## src/rtl/seg_text_ctrl.sv

```systemverilog
// rtl/seg_text_ctrl.sv - ASCII-to-glyph 8-digit shift buffer with backspace, clear and newest-digit blink
// Optional feature macro: SEG_DP_MARK_EN ('.' marks the decimal point of digit 0 instead of shifting)
module seg_text_ctrl #(
  parameter int BLINK_DIV = 25_000_000
) (
  input  logic        clk,
  input  logic        rst,
  input  logic        ch_valid,
  input  logic [7:0]  ch_data,
  output logic        ch_ready,
  input  logic        clr,
  input  logic        blink_en,
  output logic [63:0] seg_val,
  output logic [3:0]  char_cnt
);

  localparam int CW = (BLINK_DIV > 2) ? $clog2(BLINK_DIV) : 1;

  typedef enum logic [1:0] {IDLE, ENCODE, SHIFT} state_t;

  state_t      state, state_nx;
  logic [7:0]  ch_reg;
  logic [7:0]  glyph;
  logic        bs_flag;
  logic [63:0] digits, digits_nx;
  logic [3:0]  cnt_nx;
  logic        shift_done;
  logic [CW-1:0] blink_cnt, blink_cnt_nx;
  logic        phase, phase_nx;
`ifdef SEG_DP_MARK_EN
  logic        dp_flag;
`endif

  function automatic logic [7:0] encode(input logic [7:0] c);
    logic [7:0] u;
    u = (c >= 8'h61 && c <= 8'h7A) ? c - 8'h20 : c;
    case (u)
      8'h30: encode = 8'h3F;  8'h31: encode = 8'h06;  8'h32: encode = 8'h5B;
      8'h33: encode = 8'h4F;  8'h34: encode = 8'h66;  8'h35: encode = 8'h6D;
      8'h36: encode = 8'h7D;  8'h37: encode = 8'h07;  8'h38: encode = 8'h7F;
      8'h39: encode = 8'h6F;
      8'h41: encode = 8'h77;  8'h42: encode = 8'h7C;  8'h43: encode = 8'h39;
      8'h44: encode = 8'h5E;  8'h45: encode = 8'h79;  8'h46: encode = 8'h71;
      8'h47: encode = 8'h3D;  8'h48: encode = 8'h76;  8'h49: encode = 8'h30;
      8'h4A: encode = 8'h1E;  8'h4B: encode = 8'h75;  8'h4C: encode = 8'h38;
      8'h4D: encode = 8'h37;  8'h4E: encode = 8'h54;  8'h4F: encode = 8'h5C;
      8'h50: encode = 8'h73;  8'h51: encode = 8'h67;  8'h52: encode = 8'h50;
      8'h53: encode = 8'h6D;  8'h54: encode = 8'h78;  8'h55: encode = 8'h3E;
      8'h56: encode = 8'h1C;  8'h57: encode = 8'h2A;  8'h58: encode = 8'h64;
      8'h59: encode = 8'h6E;  8'h5A: encode = 8'h5B;
      8'h20: encode = 8'h00;  8'h2D: encode = 8'h40;  8'h2E: encode = 8'h80;
      default: encode = 8'h40;
    endcase
  endfunction

  assign ch_ready = (state == IDLE) & ~clr;

  always_ff @(posedge clk or posedge rst) begin
    if (rst) state <= IDLE;
    else     state <= state_nx;
  end

  always_comb begin
    state_nx = state;
    case (state)
      IDLE:    if (ch_valid && ch_ready) state_nx = ENCODE;
      ENCODE:  state_nx = SHIFT;
      SHIFT:   state_nx = IDLE;
      default: state_nx = IDLE;
    endcase
    if (clr) state_nx = IDLE;
  end

  always_ff @(posedge clk or posedge rst) begin
    if (rst) begin
      ch_reg  <= 8'h00;
      glyph   <= 8'h00;
      bs_flag <= 1'b0;
    end else begin
      if (state == IDLE && ch_valid && ch_ready) ch_reg <= ch_data;
      if (state == ENCODE) begin
        glyph   <= encode(ch_reg);
        bs_flag <= (ch_reg == 8'h08);
      end
    end
  end

`ifdef SEG_DP_MARK_EN
  always_ff @(posedge clk or posedge rst) begin
    if (rst)                  dp_flag <= 1'b0;
    else if (state == ENCODE) dp_flag <= (ch_reg == 8'h2E);
  end
`endif

  // Buffer update; clear wins over any in-flight SHIFT
  always_comb begin
    digits_nx  = digits;
    cnt_nx     = char_cnt;
    shift_done = 1'b0;
    if (clr) begin
      digits_nx = 64'h0;
      cnt_nx    = 4'd0;
    end else if (state == SHIFT) begin
      shift_done = 1'b1;
      if (bs_flag) begin
        if (char_cnt != 4'd0) begin
          digits_nx = {8'h00, digits[63:8]};
          cnt_nx    = char_cnt - 4'd1;
        end
`ifdef SEG_DP_MARK_EN
      end else if (dp_flag && char_cnt != 4'd0) begin
        digits_nx[7:0] = digits[7:0] | 8'h80;
`endif
      end else begin
        digits_nx = {digits[55:0], glyph};
        cnt_nx    = (char_cnt == 4'd8) ? 4'd8 : char_cnt + 4'd1;
      end
    end
  end

  always_comb begin
    blink_cnt_nx = blink_cnt;
    phase_nx     = phase;
    if (!blink_en || shift_done) begin
      blink_cnt_nx = '0;
      phase_nx     = 1'b1;
    end else if (blink_cnt == CW'(BLINK_DIV - 1)) begin
      blink_cnt_nx = '0;
      phase_nx     = ~phase;
    end else begin
      blink_cnt_nx = blink_cnt + 1'b1;
    end
  end

  // seg_val is built from next-state values so it is a clean register output
  always_ff @(posedge clk or posedge rst) begin
    if (rst) begin
      digits    <= 64'h0;
      char_cnt  <= 4'd0;
      blink_cnt <= '0;
      phase     <= 1'b1;
      seg_val   <= 64'h0;
    end else begin
      digits    <= digits_nx;
      char_cnt  <= cnt_nx;
      blink_cnt <= blink_cnt_nx;
      phase     <= phase_nx;
      seg_val   <= {digits_nx[63:8], phase_nx ? digits_nx[7:0] : 8'h00};
    end
  end

endmodule

```

## config.mk

```make
export PLATFORM = sky130hd
export DESIGN_NAME = seg_text_ctrl
export DESIGN_NICKNAME = d
export VERILOG_FILES = /design/src/rtl/seg_text_ctrl.sv
export SDC_FILE = /design/constraint.sdc
export NUM_CORES = 1
export LEC_CHECK = 0
export BUFFER_PORTS_ARGS = -buffer_cell sky130_fd_sc_hd__buf_2
export CAP_MARGIN = 20
export CORE_MARGIN = 2
export CORE_UTILIZATION = 30
export CTS_CLUSTER_DIAMETER = 60
export DETAILED_ROUTE_END_ITERATION = 8
export GPL_ROUTABILITY_DRIVEN = 1
export MAX_ROUTING_LAYER = met4
export PLACE_DENSITY = 0.47
export REMOVE_ABC_BUFFERS = 1
export SYNTH_ARGS = -nofsm -noshare
export SYNTH_HDL_FRONTEND = slang
export SYNTH_SLANG_ARGS = --single-unit
export TNS_END_PERCENT = 5
```

## constraint.sdc

```tcl
create_clock -name clk -period 10.2 [get_ports clk]
set_clock_uncertainty 0.1 [all_clocks]
set_input_delay 1.02 -clock clk [delete_from_list [all_inputs] [get_ports clk]]
set_output_delay 1.02 -clock clk [all_outputs]
set_load 0.03 [all_outputs]
```

==> results of run 1 <==
## layout make-up
type | instances | area, sq um
timing repair buffer | 84 | 428
inverter | 13 | 51.3
sequential | 121 | 3030
tap | 275 | 344
multi-input combinational | 440 | 2730
clock buffer | 18 | 439
fill | 2207 | 13800
clock inverter | 13 | 146
## synthesized netlist by cell type, drive strengths merged (4+ instances only)
cell	count	share of area (%)
buf	75	8.2
xnor2	10	1.4
nor3	12	0.94
a22o	9	1.2
a21oi	12	0.94
and3	8	0.78
and4	5	0.68
xor2	17	2.3
dfrtp	120	47
o21ai	80	6.3
mux2i	58	9.1
nor4	4	0.49
nand2b	4	0.39
inv	12	0.70
nand3	12	0.94
ha	10	2.0
clkbuf	20	1.2
nand2	88	5.2
nand4	7	0.68
nor2	58	3.4
## worst register-to-register path: cells and delay by family, from the launching register on
kind | cells | cell delay, ns
buffers and inverters | 1 | 0.47
DFF | 1 | 1.12
and+or+nand+nor | 3 | 1.25
AOI/OAI and AO/OA | 1 | 0.23
## how the worst min path moves through the flow
stage	from	endpoint	slack, ns	cells past startpoint
final	blink_cnt[0]	blink_cnt[0]	0.42	1
after global routing	digits[62]	digits[62]	0.45	1
after CTS	blink_cnt[0]	blink_cnt[0]	0.42	1
after detailed placement	blink_cnt[0]	blink_cnt[0]	0.41	1
after global placement	digits[55]	digits[55]	0.41	2
after floorplan	glyph[7]	glyph[7]	0.35	2
## metal layers
metal  wire [microns]  global-route usage (%)
met1             7040                    19.0
met2             6880                    20.7
met3              575                    2.73
met4              180                    5.66
met5                0                       -
## power groups by stage
stage | combinational, mW | clock [mW] | sequential, mW
after CTS | 0.141 | 0.609 | 0.534
final | 0.139 | 0.595 | 0.534
after global routing | 0.158 | 0.629 | 0.539
after global placement | 0.138 | 0 | 0.542
after detailed placement | 0.139 | 0 | 0.543
after floorplan | 0.100 | 0 | 0.536
## cell families after synthesis
group,synth area share (%)
multiplexers,9.94
buffers and inverters,10.1
AND/OR/NAND/NOR,15.7
adder cells (fa/ha/maj),1.95
XOR/XNOR,3.69
flip-flops,47.3
AO/OA/AOI/OAI,11.3
==> results by stage, run 1 <==
Clock tree:
- After clock tree synthesis, the clock-pin slew on the worst setup and hold paths is 0.06 ns.
- The number of clock sinks is 121.
- Post-CTS repair changed the size of 0 cells.
- At the later pin of the worst-skew pair, clock insertion delay measures 0.42 ns.
- The clock passes through at most 2 buffers.
- The cell at the root of the clock tree is sky130_fd_sc_hd__clkbuf_16.
- The TritonCTS buffer count is 17.
- For this design, the CTS-stage hold fixing added 0 buffers.
- Once the clock tree was built, the setup fixing pass inserted 0 buffers.
- The H-tree was split into 4 levels.
- TritonCTS built the clock tree.

Run:
- The total of max-cap violations is 0.

Pwr:
- The clock network burns 46.9% of the power.
- The static leakage power is 3.13 nW.
- The peak ir drop on the vdd network is 0.124 mV.
- In this run, the combinational gates consume 11.0% of the power.
- The reported net switching power is 350 uW.
- Net switching is 27.6% of the power.
- For this design the ratio of total power to cell area is 177 nW/um^2.
- Power comes to 1.27 mW.
- The sequential share of power is 42.1%.
- The cell internal power dissipation is 918 uW.

Place:
- The number of placed instances with taps included is 933.
- Detailed placement finished with a half-perimeter wire length of 9.71 mm.
- Before CTS, the worst setup slack after placement is 6.95 ns.
- The number of buffers added on ports is 81.
- In this run the cell area measured after placement is 6590 sq um.
- The final estimated routing congestion in global placement is 0.838.

STA:
- The final hold violation count came to 0.
- The number of pins with negative max-slew slack in the final report is 0.
- The setup total negative slack is 0 ns.
- Static timing analysis puts the maximum clock frequency at 311 MHz.
- After layout, the worst path uses 31.6% of the clock period.
- The final setup slack of the worst path is 6.98 ns.
- The slew at the pin closest to its max-slew limit is 1.08 ns.
- In this run the tightest slew margin relative to its limit is 27.7%.
- Counting I/O delays and the setup requirement, the final critical path takes 3.22 ns.
- The number of setup violations in the final report is 0.
- Setup repair after global routing left no endpoint under its margin.
- The worst hold margin is 0.418 ns.

Detailed routing:
- The number of optimization iterations in the first detailed-route pass is 6.
- The final layout contains routed wiring with a total length of 14.7 mm.
- After detailed routing, the average wire length per cell comes to 15.2 microns.
- The number of design-rule violations left by the first detailed-router iteration is 354.
- In this run the remaining antenna-violating nets after routing total 0.
- The DRC violation count after routing is 0.
- The detailed-route vias per instance is 4.83.
- Across all layers, the routed design uses 4,660 vias.

Critical path:
- In this run the critical register-to-register path is launched from bs_flag.
- The largest fanout of any net on the critical path is 64.
- The cell type group with the largest total delay on the critical path is simple AND/OR/NAND/NOR gates.
- The worst setup path is captured at a register.
- Among all stages on the critical path, the largest delay is contributed by sky130_fd_sc_hd__dfrtp_4.
- The total number of cells along the worst setup path is 5.
- The signal on the critical path passes through nand4bb_1 > and3b_1 > nor2_4 > buf_4 > a22o_1.
- The beginning of the critical path is bs_flag.
- The capture instance of the worst register-to-register path is digits[63].
- The worst setup path is launched from a register.
- The highest cell delay on the worst timing path is 1.12 ns.
- The timing endpoint of the critical path is digits[63].
- The count of cells along the worst register-to-register path is 5.
- STA puts the critical path data required time at 10.46 ns.
- In this run the register-to-register setup slack is 6.98 ns.
- The buffer and inverter count on the worst path is 1.
- The worst endpoint data arrival time is 3.48 ns.
- The worst setup path is of the register to register kind.

Die:
- The floorplan die width is 150 microns.
- For this configuration, the core starts out at a cell density of 30.6%.
- The core footprint is 21,000 sq um.
- 82 I/O pins were placed.
- Row generation in the floorplan step produced 53 rows.
- The vertical extent of the die is 150 microns.
- The area of the die is 22,500 sq um.

Synthesis:
- Each instance of the synthesized netlist takes up on average 9.57 sq um.
- Yosys printed 0 warnings.
- After synthesis the cells add up to 6400 sq um.
- Counting flops with an async set or reset pin after synthesis yields a share of 100%.
- The count of mapped cells out of synthesis is 669.
- The sequential area share after synthesis is 47.3%.
- The synthesized design contains 121 register bits.
- Synthesis instantiated 53 different standard cells from the library.
- In this run, synthesis inferred 0 flip-flops with an integrated enable.
- The primary flip-flop cell chosen by synthesis mapping is sky130_fd_sc_hd__dfrtp_1.

Outcome:
- The run finished with clean final reports.

Layout:
- The fraction of final layout cells with drive strength greater than 1 is 18.3%.
- The share of the core filled with cells in the final layout is 34.2%.
- Counting flops per register, the top entry is digits.
- The total inserted antenna cells is 0.
- The largest registers in the layout are digits (64), blink_cnt (25).
- The area growth from synthesis to final layout is 12.0%.
- Summing all non-filler instances in the final layout gives an area of 7180 sq um.
- In the final design database the tool counted 700 nets.
- The top cell types in the final layout, fill and taps aside, are sky130_fd_sc_hd__dfrtp_1, sky130_fd_sc_hd__nand2_1, sky130_fd_sc_hd__buf_2.
- Leaving out fill and tap cells, the most frequent cell in the layout is sky130_fd_sc_hd__dfrtp_1.
- For this run, the number of standard cells in the final layout without fillers is 964.
- The register with the most flip-flops in the layout has 64 of them.

Global route:
- Summed over all layers, the global routing overflow is 0.
- Entering global routing, the biggest net connects 72 pins.
- The global-route wire length before repair is 24.0 mm.
- The initial antenna violation count was 0.
- Global routing used 14.0% of the available tracks.
- The number of global-route vias before repair is 4,460.

Hold path:
- The path category of the worst min-delay check is register to register.
(Power assumes the default switching activity.)
==> inputs of run 2 (changes only) <==
Settings changed: ABC_AREA from default to 1, PLACE_DENSITY 0.47 to 0.48.
Clock period 10.2 ns to 2.6 ns, I/O delays scaled along.
==> run 2 against run 1 <==
Against the previous run: sequential power rose to 3.8 times the previous value; largest power group unchanged; register-to-register slack lost 6.6 ns; largest cell class unchanged; first-iteration DRC count grew 28%; critical endpoint is now seg_val[3].
==> results by stage, run 2 <==
Outcome:
- The flow ran to the end, and the final reports show no timing, DRC or antenna violations.

Synthesis:
- The share of synthesized registers carrying an async set or reset came to 100% (unchanged).
- The primary flip-flop cell chosen by synthesis mapping is sky130_fd_sc_hd__dfrtp_1.
- In the synthesized netlist, the cells that appear most often are sky130_fd_sc_hd__nand2_1, sky130_fd_sc_hd__dfrtp_1, sky130_fd_sc_hd__inv_1.
- The area of the mapped netlist is 6890 sq um (+7.6%).
- sky130_fd_sc_hd__nand2_1 is the most common cell in the netlist.
- The number of library cell types mapped by synthesis is 43 (-19%).
- The mean area per synthesized cell is 7.72 sq um (-19%).
- The flop and latch count out of synthesis came to 121 (unchanged).
- The count of mapped cells out of synthesis was 892 (+33%).
- The share of Yosys cell area claimed by the top area cell type is 43.6% (-3.3 points).
- Yosys attributes the largest share of cell area to sky130_fd_sc_hd__dfrtp_1, sky130_fd_sc_hd__nand2_1, sky130_fd_sc_hd__inv_1.
- The number of warnings reported in the yosys synthesis log is 0 (unchanged).
- Summed over all instances, the cell type with the most area after synthesis is sky130_fd_sc_hd__dfrtp_1.
- The sequential area share after synthesis is 44.0% (-3.3 points).
- The number of flops mapped to enable cells by yosys is 0 (unchanged).

Layout:
- The final non-filler cell total is 1,221 (+27%).
- The fraction of final layout cells with drive strength greater than 1 is 16.8% (-1.5 points).
- The total inserted antenna cells is 0 (unchanged).
- The library cell used most frequently in the layout, excluding fill and tap cells, is sky130_fd_sc_hd__nand2_1.
- The flip-flop count of the largest register, all copies and words added was 64 (unchanged).
- The library cells used most frequently in the layout, excluding fill and tap cells, are sky130_fd_sc_hd__nand2_1, sky130_fd_sc_hd__inv_1, sky130_fd_sc_hd__dfrtp_1.
- The most flop-heavy register is digits.
- The area of combinational cells with multiple inputs is 2800 sq um (+2.5%).
- The number of nets in the layout is 946 (+35%).
- The register cell area after layout is 3030 sq um (about the same).
- The share of the core filled with cells in the final layout was 35.0% (+0.74 points).
- In the final layout, the registers with the most flip-flops are digits (64), blink_cnt (25).
- The total of fill cells in the finished design is 2,400 (+8.7%).
- The area growth from synthesis to final layout is 14.6%.
- The final non-filler cell area is 7900 sq um (+10%).

Global route:
- The number of global-route vias before repair is 5,541 (+24%).
- The global-route wire length before repair was 29.5 mm (+23%).
- The initial antenna violation count is 0 (unchanged).
- The overall routing resource usage is 15.7% (+1.6 points).
- The largest net degree at the start of global routing came to 56 (-22%).
- The total grt overflow is 0 (unchanged).

Pwr:
- The peak ir drop on the vdd network was 0.411 mV (+230%).
- The static leakage power is 3.64 nW (+16%).
- The overall power consumption is 5.17 mW (+310%).
- The total power divided by cell area is 655 nW/um^2 (+270%).

STA:
- The number of setup violations in the final report came to 0 (unchanged).
- The slew at the pin closest to its max-slew limit came to 0.612 ns (-0.472 ns).
- The fraction of the cycle the final worst path needs is 85.0% (+53 points).
- The final hold violation count is 0 (unchanged).
- The minimum clock period is 2.21 ns (-1.01 ns).
- Setup repair after global routing left no endpoint under its margin.
- The maximum operating frequency came to 452 MHz (+46%).
- The worst slew margin relative to its limit is 59.1% (+31 points).
- The number of pins with negative max-slew slack in the final report is 0 (unchanged).
- The final setup slack of the worst path is 0.390 ns (-6.59 ns).
- The worst hold margin came to 0.0696 ns (-0.349 ns).
- The setup total negative slack came to 0 ns (unchanged).

Critical path:
- The worst setup path is captured at a register.
- The worst register-to-register path begins at char_cnt[0].
- The worst setup path is launched from a register.
- The capture instance of the worst register-to-register path is seg_val[3].
- The type of the worst setup path is register to register.
- The count of cells along the worst register-to-register path came to 12 (+7).
- The beginning of the critical path is char_cnt[0].
- The slack of the worst reg-to-reg path was 0.39 ns (-6.59 ns).
- The largest fanout of any net on the critical path came to 14 (-78%).
- The worst endpoint data arrival time was 2.46 ns (-1.02 ns).
- The worst endpoint required time was 2.85 ns (-7.61 ns).

Place:
- The number of buffers added on ports is 81 (unchanged).
- The instance area after placement is 7210 sq um (+9.3%).
- The final estimated routing congestion in global placement was 0.903 (+7.8%).
- The post-place setup slack was 0.432 ns (-6.52 ns).
- The half-perimeter wire length of the detailed placement result was 12.6 mm (+30%).
- The number of placed instances with taps included came to 1,180 (+26%).

Clock tree:
- The number of clock sinks is 121 (unchanged).
- The cell at the root of the clock tree is sky130_fd_sc_hd__clkbuf_16.
- The clock slew seen by the registers of the worst setup and hold paths is 0.06 ns (about the same).
- The insertion delay of the later-clocked pin in the worst-skew pair came to 0.42 ns (about the same).
- The H-tree level count is 4 (unchanged).
- The TritonCTS buffer count was 17 (unchanged).
- The clock tree from TritonCTS is yes.
- The maximum clock path buffer count is 2 (unchanged).

Detailed routing:
- The vias after detailed routing is 5,787 (+24%).
- The number of design-rule violations left by the first detailed-router iteration is 452 (+28%).
- The DRC violation count after routing was 0 (unchanged).
- The final wirelength is 17.9 mm (+22%).
- The count of nets left with antenna violations after detail routing is 0 (unchanged).
- The number of optimization iterations in the first detailed-route pass came to 5 (-1).
- The average routed wire per standard cell came to 14.6 microns (-4.0%).
- The detailed-route vias per instance was 4.74 (-2.0%).

Die:
- The standard-cell row count is 55 (+3.8%).
- The core footprint is 22,600 sq um (+7.7%).
- The vertical extent of the die came to 156 microns (+3.6%).
- The floorplan die width is 156 microns (+3.6%).
- The initial cell density of the core is 30.5% (-0.038 points).
- The area of the die is 24,200 sq um (+7.4%).
- The total I/O pin count is 82 (unchanged).

Run:
- The total of max-cap violations is 0 (unchanged).

Hold path:
- The min-delay analysis places its worst path in the category input port to register.
- The number of cells on the worst hold path was 2 (+1).
- The endpoint with the worst hold slack is state[1].
- The source of the worst hold timing path is clr.
[run 2: changes by cell type in the layout (fill, tap and decap cells not counted), sizes merged, moves of 11 or more]
| cell | previous run | this run |
|---|---|---|
| inv | 14 | 129 |
| nand2 | 88 | 186 |
| mux2i | 58 | 7 |
| o22ai | 1 | 52 |
| nand3 | 12 | 39 |
| nor3 | 12 | 37 |
| a21oi | 12 | 30 |
| xor2 | 17 | 6 |
[run 2: cell type report]
cell class	count	share of cell area [%]
sequential	121	38.4
multi-input combinational	552	35.5
timing repair buffer	101	7.80
inverter	130	6.21
clock buffer	19	5.74
tap	285	4.52
clock inverter	13	1.87
[run 2: critical path: stages, from the launching register on]
cell and delay (ns):
sky130_fd_sc_hd__dfrtp_1 0.41, sky130_fd_sc_hd__inv_1 0.13, sky130_fd_sc_hd__ha_1 0.18, sky130_fd_sc_hd__nand2_1 0.10, sky130_fd_sc_hd__nor2_4 0.26, sky130_fd_sc_hd__nand2_2 0.12, sky130_fd_sc_hd__nand2_4 0.14, sky130_fd_sc_hd__nand2_2 0.14
sky130_fd_sc_hd__inv_2 0.24, sky130_fd_sc_hd__nand2_1 0.09, sky130_fd_sc_hd__o31ai_1 0.10, sky130_fd_sc_hd__nand2_1 0.09, sky130_fd_sc_hd__inv_1 0.05
[run 2: per-layer routing]
metal / global-route usage, % / vias up / part of all wire [%]
met4: 4.19 / 0 / 0.85
met3: 2.61 / 12 / 2.8
met1: 21.8 / 2718 / 49
met5: - / - / 0
met2: 23.7 / 111 / 47
li1: - / 2946 / -
[run 2: report_power, final]
part	switching, mW	leakage [nW]	internal [mW]
Combinational	0.512	1.71	0.238
Clock	0.929	0.270	1.47
Sequential	0.0744	1.66	1.95
Total	1.52	3.64	3.66
[run 2: repair_timing]
item	in CTS	in global routing
hold endpoints to repair	35	0
setup buffers	0	0
hold buffers	9	0
gates resized for setup	0	0
[run 2: worst max-delay path by stage]
stage                                to
after floorplan            blink_cnt[0]
after global placement    blink_cnt[13]
after detailed placement     seg_val[3]
after CTS                    seg_val[1]
after global routing         seg_val[6]
final                        seg_val[3]
[run 2: cells by family after synthesis]
logic type	synth area share (%)
mux	1.02
xor+xnor	1.02
compound gates	14.4
simple gates	22.4
fa+ha+maj	1.82
buf+inv	15.4
flops	44.0
==> inputs of run 3 (changes only) <==
Settings changed: CORE_ASPECT_RATIO from default to 0.75, CORE_UTILIZATION 30 to 25, PLACE_DENSITY 0.48 to 0.41.
Clock period 2.6 ns to 2.43 ns, I/O delays scaled along.
==> run 3 against run 2 <==
Against the previous run: die area increased by 20%; combinational power is 12% higher; first-iteration DRC count is 9.3% lower; flip-flop and latch count stayed put; critical path depth stayed put; routed wire length is 8.4% higher; worst hold slack better by 0.037 ns; highest routed layer unchanged; core utilization fell by 5.0 points; clock-buffer cell count grew 4; global-route usage down 1.3 points.
==> results by stage, run 3 (synthesized netlist as in run 2, its figures left out) <==
STA:
- Setup repair after global routing left no endpoint under its margin.
- The final hold violation count is 0 (unchanged).
- The worst hold margin was 0.107 ns (+0.0373 ns).
- The slew at the pin closest to its max-slew limit was 0.698 ns (+0.0863 ns).
- The worst slew margin relative to its limit was 53.4% (-5.8 points).
- The maximum operating frequency came to 486 MHz (+7.5%).
- The fraction of the cycle the final worst path needs is 84.6% (-0.38 points).
- The number of setup violations in the final report is 0 (unchanged).
- The minimum clock period came to 2.06 ns (-0.154 ns).
- The number of pins with negative max-slew slack in the final report came to 0 (unchanged).
- The setup total negative slack came to 0 ns (unchanged).

Global route:
- The number of global-route vias before repair came to 5,756 (+3.9%).
- The largest net degree at the start of global routing is 46 (-18%).
- The global-route wire length before repair is 31.7 mm (+7.4%).
- The initial antenna violation count is 0 (unchanged).
- The overall routing resource usage is 14.4% (-1.3 points).
- The total grt overflow was 0 (unchanged).

Clock tree:
- The TritonCTS buffer count is 17 (unchanged).
- The clock slew seen by the registers of the worst setup and hold paths is 0.06 ns (about the same).
- The H-tree level count is 4 (unchanged).
- The insertion delay of the later-clocked pin in the worst-skew pair is 0.42 ns (about the same).
- The post-CTS setup buffer count came to 0 (unchanged).
- The maximum clock path buffer count came to 2 (unchanged).
- The cell at the root of the clock tree is sky130_fd_sc_hd__clkbuf_16.
- TritonCTS built the clock tree.
- The number of clock sinks was 121 (unchanged).

Critical path:
- STA classifies the critical path startpoint as a register.
- In this run the worst setup path terminates at char_cnt[2].
- The largest fanout of any net on the critical path came to 44 (+30).
- The capture instance of the worst register-to-register path is char_cnt[2].
- The count of cells along the worst register-to-register path is 12 (unchanged).
- The slack of the worst reg-to-reg path is 0.37 ns (-0.02 ns).
- The worst endpoint data arrival time is 2.30 ns (-0.16 ns).
- STA classifies the critical path endpoint as a register.
- The beginning of the critical path is char_cnt[0].
- The worst register-to-register path begins at char_cnt[0].
- The worst endpoint required time was 2.68 ns (-0.17 ns).
- The setup path with the least slack is of type register to register.

Detailed routing:
- The number of design-rule violations left by the first detailed-router iteration is 410 (-9.3%).
- The detailed-route vias per instance was 4.50 (-5.1%).
- The average routed wire per standard cell is 14.9 microns (+2.0%).
- The vias after detailed routing came to 5,841 (+0.93%).
- The count of nets left with antenna violations after detail routing came to 0 (unchanged).
- The final wirelength is 19.4 mm (+8.4%).
- The DRC violation count after routing is 0 (unchanged).
- The number of optimization iterations in the first detailed-route pass was 4 (-1).

Die:
- The total I/O pin count is 82 (unchanged).
- The initial cell density of the core came to 25.5% (-5.1 points).
- The floorplan die width was 196 microns (+26%).
- The area of the die came to 28,900 sq um (+20%).
- The standard-cell row count is 52 (-5.5%).
- The core footprint is 27,100 sq um (+20%).
- The vertical extent of the die is 148 microns (-5.0%).

Pwr:
- The static leakage power was 3.73 nW (+2.7%).
- The overall power consumption is 5.73 mW (+11%).
- The peak ir drop on the vdd network came to 0.496 mV (+21%).
- The total power divided by cell area is 708 nW/um^2 (+8.0%).

Layout:
- The flip-flop count of the largest register, all copies and words added came to 64 (unchanged).
- The final non-filler cell area came to 8100 sq um (+2.6%).
- The largest registers in the layout are digits (64), blink_cnt (25).
- The number of nets in the layout is 958 (+1.3%).
- The fraction of final layout cells with drive strength greater than 1 was 17.4% (+0.65 points).
- The register cell area after layout is 3030 sq um (unchanged).
- The final non-filler cell total came to 1,298 (+6.3%).
- The area of combinational cells with multiple inputs was 2800 sq um (unchanged).
- The total of fill cells in the finished design was 2,973 (+24%).
- The total inserted antenna cells was 0 (unchanged).
- The commonest non-fill, non-tap cell in the layout is sky130_fd_sc_hd__nand2_1.
- Relative to the synthesized area, the layout overhead comes to 17.6%.
- Leaving out fill and tap cells, the most frequent cells in the layout are sky130_fd_sc_hd__nand2_1, sky130_fd_sc_hd__inv_1, sky130_fd_sc_hd__dfrtp_1.
- Counting flops per register, the top entry is digits.

Place:
- The number of buffers added on ports came to 81 (unchanged).
- The half-perimeter wire length of the detailed placement result was 14.1 mm (+12%).
- The number of placed instances with taps included came to 1,258 (+6.6%).
- The instance area after placement is 7390 sq um (+2.6%).
- The final estimated routing congestion in global placement was 0.879 (-2.7%).

Hold path:
- The tightest min-delay check is of the input port to register type.

Outcome:
- The flow ran to the end, and the final reports show no timing, DRC or antenna violations.

Run:
- The total of max-cap violations was 0 (unchanged).
==> run 3: cell types whose count changed in the layout (fill, tap and decap cells not counted), sizes merged <==
cell      before  now
buf           92  104
bufinv         2    4
clkbuf        19   23
clkinvlp       7    0
==> run 3: worst min path at each step <==
stage / from / endpoint / slack (ns) / depth (start not counted)
after floorplan: clr / state[1] / 0.21 / 1
after global placement: rst / digits[30] / 0.29 / 2
after detailed placement: rst / digits[30] / 0.29 / 2
after CTS: clr / digits[2] / 0.09 / 2
after global routing: clr / digits[2] / 0.12 / 2
final: clr / digits[2] / 0.11 / 2
==> run 3: critical path: stages (launching register included) <==
cell and delay [ns]:
sky130_fd_sc_hd__dfrtp_1 0.40, sky130_fd_sc_hd__inv_1 0.11, sky130_fd_sc_hd__ha_1 0.22, sky130_fd_sc_hd__nand2_1 0.13
sky130_fd_sc_hd__nor2_4 0.05, sky130_fd_sc_hd__nand2_2 0.10, sky130_fd_sc_hd__nand2_4 0.11, sky130_fd_sc_hd__nand2_2 0.12
sky130_fd_sc_hd__buf_12 0.24, sky130_fd_sc_hd__o211ai_1 0.15, sky130_fd_sc_hd__nand2_1 0.08, sky130_fd_sc_hd__o21ai_0 0.08
sky130_fd_sc_hd__nor2_1 0.09
==> run 3: routing by layer <==
metal	wire length (microns)	GRT usage, %	up-vias	share of wire, %
met5	0	-	-	0
met4	179	3.56	0	0.92
met3	780	3.24	13	4.0
met2	7950	19.3	109	41
met1	10500	21.5	2748	54
li1	-	-	2971	-
==> run 3: what timing repair did <==
item | 4_1_cts | 5_1_grt
hold buffers | 9 | 0
resized for setup | 0 | 0
hold endpoints to repair | 49 | 0
==> run 3: report_power, final <==
group	internal, mW	switching (mW)
clock	1.79	0.931
combinational	0.281	0.561
sequential	2.09	0.0821
==> run 3: final cells by class <==
| type | count | share of cell area, % |
|---|---|---|
| Clock buffer | 23 | 5.90 |
| Clock inverter | 8 | 1.78 |
| Inverter | 130 | 6.05 |
| Multi-Input combinational cell | 552 | 34.6 |
| Sequential cell | 121 | 37.4 |
| Tap cell | 351 | 5.42 |
| Timing Repair Buffer | 113 | 8.86 |
==> run 3: through the flow <==
| stage | setup slack [ns] | util (%) |
|---|---|---|
| finish | 0.374 | 29.9 |
| floorplan | -1.13 | - |
| global route | 0.136 | 29.9 |
| CTS | 0.367 | 29.9 |
| detailed placement | 0.391 | 27.3 |
| global placement | 0.361 | 27.3 |
